==> src/rtl/range_pkg.sv <==
// Shared types and constants for the range_finder input stage.
// Pin map of io_in and the frame sequencer state encoding.
package range_pkg;
  typedef enum logic [1:0] {IDLE, RUN, DONE} seq_state_t;
  localparam int DATA_W = 10;
  localparam int START_BIT = 10;
  localparam int STOP_BIT = 11;
  localparam int CNT_W = 8;
endpackage

==> src/rtl/button_debouncer.sv <==
// Synchroniser plus stable-level debouncer for one push-button.
// level follows the pin after DEBOUNCE_CYCLES steady cycles; rise strobes once.
module button_debouncer #(
  parameter int SYNC_STAGES = 2,
  parameter int DEBOUNCE_CYCLES = 4
) (
  input  logic clk,
  input  logic rst_n,
  input  logic pin,
  output logic level,
  output logic rise
);
  localparam int CW = $clog2(DEBOUNCE_CYCLES + 1);
  localparam logic [CW-1:0] CNT_LAST = CW'(DEBOUNCE_CYCLES - 1);

  logic [SYNC_STAGES-1:0] sync_q, sync_d;
  logic [CW-1:0] cnt_q, cnt_d;
  logic deb_q, deb_d;
  logic prev_q, prev_d;
  logic rise_q, rise_d;

  // Shift the pin in, count mismatching cycles, toggle when stable long enough
  always_comb begin
    sync_d = {sync_q[SYNC_STAGES-2:0], pin};
    cnt_d = '0;
    deb_d = deb_q;
    if (sync_q[SYNC_STAGES-1] != deb_q) begin
      if (cnt_q == CNT_LAST) begin
        deb_d = ~deb_q;
      end else begin
        cnt_d = cnt_q + CW'(1);
      end
    end
    prev_d = deb_q;
    rise_d = deb_q & ~prev_q;
  end

  // State registers, cleared asynchronously
  always_ff @(posedge clk or negedge rst_n) begin
    if (!rst_n) begin
      sync_q <= '0;
      cnt_q <= '0;
      deb_q <= 1'b0;
      prev_q <= 1'b0;
      rise_q <= 1'b0;
    end else begin
      sync_q <= sync_d;
      cnt_q <= cnt_d;
      deb_q <= deb_d;
      prev_q <= prev_d;
      rise_q <= rise_d;
    end
  end

  assign level = deb_q;
  assign rise = rise_q;
endmodule

==> src/rtl/range_frame_sequencer.sv <==
// Input-conditioning stage: sync sample bus, debounce start/stop,
// frame a measurement with go/finish pulses and overrun detection.
module range_frame_sequencer
  import range_pkg::*;
#(
  parameter int SYNC_STAGES = 2,
  parameter int DEBOUNCE_CYCLES = 4,
  parameter int MAX_SAMPLES = 255
) (
  input  logic              clock,
  input  logic              reset_n,
  input  logic [11:0]       io_in,
  output logic [DATA_W-1:0] data_out,
  output logic              go,
  output logic              finish,
  output logic              busy,
  output logic [7:0]        sample_count,
  output logic              overrun
);
  localparam logic [CNT_W-1:0] MAX_CNT = CNT_W'(MAX_SAMPLES);

  logic [SYNC_STAGES-1:0][DATA_W-1:0] dsync_q, dsync_d;
  logic start_level, start_rise, stop_level, stop_rise;
  logic start_ok, stop_ok;

  seq_state_t state_q, state_d;
  logic go_q, go_d, fin_q, fin_d, busy_q, busy_d, ovr_q, ovr_d;
  logic [CNT_W-1:0] cnt_q, cnt_d;

  button_debouncer #(
    .SYNC_STAGES(SYNC_STAGES),
    .DEBOUNCE_CYCLES(DEBOUNCE_CYCLES)
  ) u_start (
    .clk(clock),
    .rst_n(reset_n),
    .pin(io_in[START_BIT]),
    .level(start_level),
    .rise(start_rise)
  );

  button_debouncer #(
    .SYNC_STAGES(SYNC_STAGES),
    .DEBOUNCE_CYCLES(DEBOUNCE_CYCLES)
  ) u_stop (
    .clk(clock),
    .rst_n(reset_n),
    .pin(io_in[STOP_BIT]),
    .level(stop_level),
    .rise(stop_rise)
  );

  // A press counts only while its debounced level is still held
  assign start_ok = start_rise & start_level;
  assign stop_ok = stop_rise & stop_level;

  // Sample bus synchroniser shift
  always_comb begin
    dsync_d = {dsync_q[SYNC_STAGES-2:0], io_in[DATA_W-1:0]};
  end

  // Frame FSM: next state, registered pulses, counter and overrun
  always_comb begin
    state_d = state_q;
    go_d = 1'b0;
    fin_d = 1'b0;
    busy_d = 1'b0;
    cnt_d = cnt_q;
    ovr_d = ovr_q;
    unique case (state_q)
      IDLE: begin
        if (start_ok && !stop_ok) begin
          state_d = RUN;
          go_d = 1'b1;
          busy_d = 1'b1;
          cnt_d = CNT_W'(1);
          ovr_d = 1'b0;
        end
      end
      RUN: begin
        busy_d = 1'b1;
        cnt_d = (cnt_q >= MAX_CNT) ? MAX_CNT : cnt_q + CNT_W'(1);
        if (stop_ok) begin
          fin_d = 1'b1;
          state_d = DONE;
        end else if (cnt_q >= MAX_CNT - CNT_W'(1)) begin
          fin_d = 1'b1;
          ovr_d = 1'b1;
          state_d = DONE;
        end
      end
      DONE: begin
        state_d = IDLE;
      end
      default: begin
        state_d = IDLE;
      end
    endcase
  end

  // All state and outputs cleared asynchronously
  always_ff @(posedge clock or negedge reset_n) begin
    if (!reset_n) begin
      dsync_q <= '0;
      state_q <= IDLE;
      go_q <= 1'b0;
      fin_q <= 1'b0;
      busy_q <= 1'b0;
      cnt_q <= '0;
      ovr_q <= 1'b0;
    end else begin
      dsync_q <= dsync_d;
      state_q <= state_d;
      go_q <= go_d;
      fin_q <= fin_d;
      busy_q <= busy_d;
      cnt_q <= cnt_d;
      ovr_q <= ovr_d;
    end
  end

  assign data_out = dsync_q[SYNC_STAGES-1];
  assign go = go_q;
  assign finish = fin_q;
  assign busy = busy_q;
  assign sample_count = cnt_q;
  assign overrun = ovr_q;
endmodule

==> config.mk <==
export PLATFORM = sky130hd
export DESIGN_NAME = range_frame_sequencer
export DESIGN_NICKNAME = d
export VERILOG_FILES = /design/src/rtl/range_pkg.sv /design/src/rtl/button_debouncer.sv /design/src/rtl/range_frame_sequencer.sv
export SDC_FILE = /design/constraint.sdc
export NUM_CORES = 1
export LEC_CHECK = 0
export BUFFER_PORTS_ARGS = -buffer_cell sky130_fd_sc_hd__buf_4
export CORE_MARGIN = 1.5
export CORE_UTILIZATION = 31
export DETAILED_ROUTE_END_ITERATION = 7
export GPL_TIMING_DRIVEN = 0
export PLACE_DENSITY = 0.58
export REMOVE_ABC_BUFFERS = 1
export SLEW_MARGIN = 15
export SYNTH_ARGS = -nofsm -noshare
export SYNTH_HDL_FRONTEND = slang
export SYNTH_SLANG_ARGS = --single-unit
==> constraint.sdc <==
create_clock -name clock -period 1.17 [get_ports clock]
set_input_delay 0.117 -clock clock [delete_from_list [all_inputs] [get_ports clock]]
set_output_delay 0.117 -clock clock [all_outputs]
set_load 0.005 [all_outputs]
Word level (Yosys, flattened, before mapping)
Index checks and enable logic that the tools add are counted.
- output and inout port bits: 22
- memory bits (writable): 0
- input port bits: 14
- ROM bits: 0
- bits in registers: 50
- memories kept: 0
- logic and storage cells: 70
- latch bits: 0
- bitwise gates (word level): 8
- $mul: 0
- shifts and indexed selects: 0
- divide/modulo/power cells: 0
- muxes and demuxes: 21
- equal/unequal tests: 9
- $lt $le $gt $ge: 2
- add/subtract/negate cells: 3
- reduce and logical (&&, ||, !) cells: 9
- operators by type and width (kind ; count):
    8-bit >= comparator (second input constant) ; 2
    8-bit 2-to-1 mux ; 2
    8-bit one-hot mux with 2 select lines ; 1
    3-bit 2-to-1 mux ; 4
    8-bit by 1-bit adder with 8-bit output (second input constant) ; 1
    1-bit 2-to-1 mux ; 8
    2-bit AND reduction ; 4
    3-bit by 1-bit adder with 3-bit output (second input constant) ; 2
    3-bit by 2-bit == test with 1-bit output (second input constant) ; 2
    2-bit 2-to-1 mux ; 3
    2-bit != test (second input constant) ; 3
    1-bit bitwise AND ; 4
    1-bit inverter ; 4
    1-bit one-hot mux with 2 select lines ; 2
    2-bit one-hot mux with 2 select lines ; 1
    4-bit AND reduction ; 1
    3-bit != test (second input constant) ; 1
    2-bit by 1-bit == test with 1-bit output (second input constant) ; 1
    2-bit logical NOT ; 1
    1-bit != test ; 2
    2-bit nonzero test ; 1
    1-bit logical AND ; 1
    1-bit logical NOT ; 1

Depth between registers and ports, before layout
- depth after elaboration: 5
- depth in mapped cells: 5
- depth with buffers taken out: 5

Modules after synthesis
Synthesis repeated with hierarchy kept, for this count alone.
- cells, all modules: 118
- area total of the unflattened synthesis: 1781.7 um2
- by module, submodules not included (module ; seq. area each (um2) ; times used ; cells an instance ; area an instance (um2)):
    range_frame_sequencer ; 850.8 ; 1 ; 86 ; 1226.2
    button_debouncer ; 200.2 ; 2 ; 16 ; 277.8

Least setup slack after synthesis
Ideal clock, no wire load.
- path kind: reg2reg
- from: reg cnt_q[3], in the netlist sample_count[3]
- to: reg cnt_q[5], in the netlist sample_count[5]
- data required time: 1076 ps
- arrival: 1227 ps
- path buffers: 0
- path slack: -151 ps
- period minus slack after synthesis: 1321 ps
- stages on the path, launching flop included: 5
- library setup time: 94 ps
- cells stage by stage: dfrtp_1 and4_4 nand4_4 and4_1 a211oi_1
- word-level cells in the longest chain between the ends: 3
- elaborated cells between the ends (all ways): 4
- classes of those cells: add/sub (1); order compare (1); mux (2)
- ends and longest elaborated chain (what ; RTL line ; source):
    start: declaration ; range_frame_sequencer.sv:28 ; logic [CNT_W-1:0] cnt_q, cnt_d;
    start signal: assignment ; range_frame_sequencer.sv:116 ; cnt_q <= cnt_d;
    8-bit by 1-bit adder with 8-bit output / 8-bit >= comparator (equally long branches) ; range_frame_sequencer.sv:81 ; cnt_d = (cnt_q >= MAX_CNT) ? MAX_CNT : cnt_q + CNT_W'(1);
    8-bit 2-to-1 mux * ; range_frame_sequencer.sv:81 ;
    8-bit one-hot mux with 2 select lines * ; range_frame_sequencer.sv:69 ; unique case (state_q)
Every way passes the cells marked *; elsewhere a longest branch is shown, timed or not.
A chain may end at the register's enable or synchronous reset.

Worst setup path after layout
Ends and elaborated chain as after synthesis.

==> impl_metrics.toml <==
[critical_path]
critPathKind = "flop to flop"
endpoint_kind = "flop"
arrival_ns = 1.45
crit_cells = 4
r2r_end = "sample_count[5]"
crit_slowest_cell = "dfrtp_2"
cp-startpoint = "sample_count[3]"
start_kind = "flop"
crit_end = "sample_count[5]"
reg2reg_from = "sample_count[3]"
cp_num_buf_inv = 0
critPathMaxFanout = 4
rr_worst_depth = 4
crit_path_max_incr_delay_ns = 0.39
r2r_slack_ns = -0.07
path_cells = "and4_4 > nand4_4 > and4_1 > a211oi_2"
crit_family = "simple AND/OR/NAND/NOR gates"
cp.required_ns = 1.38

[pwr]
power_leakage_nw = 1.184
ir_drop_mv = 1.058
powerDensity_nw_per_um2 = 2012

[floorplan]
rows = 26
dieArea_um2 = 5917
die_w_um = 76.93
die_h_um = 76.93
start_util_pct = 32.75
ioPinCount = 36
fp.coreArea_um2 = 5172

[place]
pre_cts_ws_ns = -0.2969
hpwl_um = 1992
gp_congestion = 0.8186
placement.io_buffers = 35
dp_cells = 218

[clock_network]
insertion_delay_ns = 0.29
htreeDepth = 2
clockBufferDepth = 2
clock_sinks = 50
cts_tree = "built"
cts_buffers = 5
ctsRootBufferMaster = "clkbuf_8"
path_clk_slew_ns = 0.08

[synth]
async_flop_share_pct = 100.0
synth_area_um2 = 1694
synth.area.top_cells = "dfrtp_1 (74%), ha_1 (3.0%), nor2b_1 (2.6%)"
ys_types = 30
synth_edf_count = 0
yosys.area.top_type_share_pct = 73.86
synth_area_leader_cell = "dfrtp_1"
yosys_warnings = 0
synth_cells = 114
ys.flop_type = "dfrtp_1"
synth_area_per_cell_um2 = 14.86
synth-seq-cells = 50
yosysSeqAreaShare_pct = 73.86

[timing]
holdWs_ns = 0.3522
period_share_pct = 105.9
max_slew_margin_pct = 59.97
worst_slew_pin_slew_ns = 0.6004
hold_viol_final = 0
grt_setup_unrepaired = "true"
worst_slack_ns = -0.06903
fin_skew_ns = 0.003535
slew_violations = 0
setup_violations = 6
fin_crit_ns = 1.239
fmax_mhz = 807.1

[layout]
area_delta_synth_final_pct = 51.77
regArea_um2 = 1257
multi_input_area_um2 = 555.5
layout.nets = 207
num-fill-cells = 447
stdcell_count = 259
antenna_cells = 0
drive_above_1_share_pct = 52.38
final_common_cell = "buf_4"
final_cell_mix = "buf_4 (49), dfrtp_1 (45), dlygate4sd3_1 (13), buf_6 (7)"

[grt]
grt_usage_pct = 11.85
grt_pass1_wl_um = 5533
grt_remaining_overflow = 0
grt_max_degree = 51
grt_pass1_vias = 1244
antenna_found_initial = 0

[route]
via_per_inst = 4.548
drt-wirelength-per-cell_um = 12.83
num_vias = 1178
antenna_left = 0
drc = 0
drt-initial-drc-count = 50
drt-pass1-iter-count = 4
totalWireLength_um = 3323

[job]
drv_cap = 0

[min_path]
hold_start = "dsync_d[15]"
hold_path.class = "flop to flop"

[run_status]
outcome = "complete, but fails checks"
failed_checks = "negative setup slack"
[repair_timing]
item                                   in CTS  in global routing
setup endpoints to repair                  15                 16
resized for setup                          31                 13
endpoints found under the hold margin      62                  0
hold buffers                               13                  0
pin swaps                                  12                  4
setup buffers                              13                  8
[layer usage]
| metal | GRT usage (%) | up-vias | part of all wire (%) |
|---|---|---|---|
| li1 | - | 553 | - |
| met4 | 4.074 | 0 | 0.87 |
| met3 | 4.524 | 4 | 7.1 |
| met2 | 20.53 | 47 | 54 |
| met1 | 13.26 | 574 | 38 |
| met5 | 0 | - | 0 |
[sequential cells by signal, summed over array words and instances (netlist names)]
register / flops
u_start.sync_q: 2
data_out: 10
u_start.prev_q: 1
u_stop.rise: 1
u_stop.cnt_q: 3
u_stop.prev_q: 1
sample_count: 8
overrun: 1
u_start.cnt_q: 3
u_start.rise: 1
busy: 1
u_stop.sync_q: 2
u_stop.level: 1
go: 1
u_start.level: 1
dsync_d: 10
state_q: 2
finish: 1
[worst min path at each step]
stage / endpoint / slack, ns / cells past startpoint
6_report: data_out[5] / 0.35 / 0
4_1_cts: data_out[5] / 0.35 / 0
3_3_place_gp: sample_count[5] / 0.16 / 1
3_5_place_dp: sample_count[6] / 0.17 / 1
5_1_grt: data_out[0] / 0.37 / 0
2_1_floorplan: busy / -0.18 / 0
[worst reg2reg max path, stage by stage, from the launching register on]
cell,delay (ns)
dfrtp_2,0.39
and4_4,0.28
nand4_4,0.13
and4_1,0.20
a211oi_2,0.16
[power breakdown]
group          switching [W]  internal, W  leakage (nW)
clock network       0.000525     0.000413        0.0444
logic               0.000816      0.00104         0.529
registers           0.000293      0.00209         0.610
total                0.00163      0.00354          1.18
[cells in the mapped netlist, drive strengths merged, types with 2 or more instances]
master / count
ha: 4
nand2: 6
nand3: 2
mux2: 2
a211oi: 2
a31oi: 4
and4: 3
xnor2: 2
dfrtp: 50
nor3: 3
nand4: 2
nor2: 5
nand2b: 2
a21oi: 6
nor2b: 7
o21ai: 3
nor3b: 2
inv: 3
[area by class of cell]
cell class              instances  share of cell area [%]
clock buffers                   5                   2.676
clock inverters                 2                  0.5353
inverters                       3                  0.4380
multi-input cells              60                   21.61
flip-flops and latches         50                   48.91
well taps                      70                   3.406
repair buffers                 69                   22.43
[metrics by stage]
step	total power [W]	TNS [ns]	util [%]	cell area (um^2)
6_report	0.005173	-0.2584	49.71	2571
5_1_grt	0.005521	-0.9123	49.71	2571
4_1_cts	0.004982	-0.2210	47.77	2471
3_5_place_dp	0.003462	-2.080	39.45	2041
3_3_place_gp	0.003375	-1.763	39.45	2041
2_1_floorplan	0.002964	-0.3540	-	1690
[cells by family (layout without fill, tap and decap cells)]
| family | after synthesis | in the layout | synth area share (%) |
|---|---|---|---|
| AO/OA/AOI/OAI | 19 | 19 | 7.237 |
| XOR/XNOR | 2 | 2 | 1.034 |
| adder cells (fa/ha/maj) | 4 | 4 | 2.954 |
| buffers and inverters | 4 | 79 | 0.8860 |
| flip-flops | 50 | 50 | 73.86 |
| multiplexers | 3 | 3 | 1.920 |
| AND/OR/NAND/NOR | 32 | 32 | 12.11 |
Power figures use the tool's default switching activity.
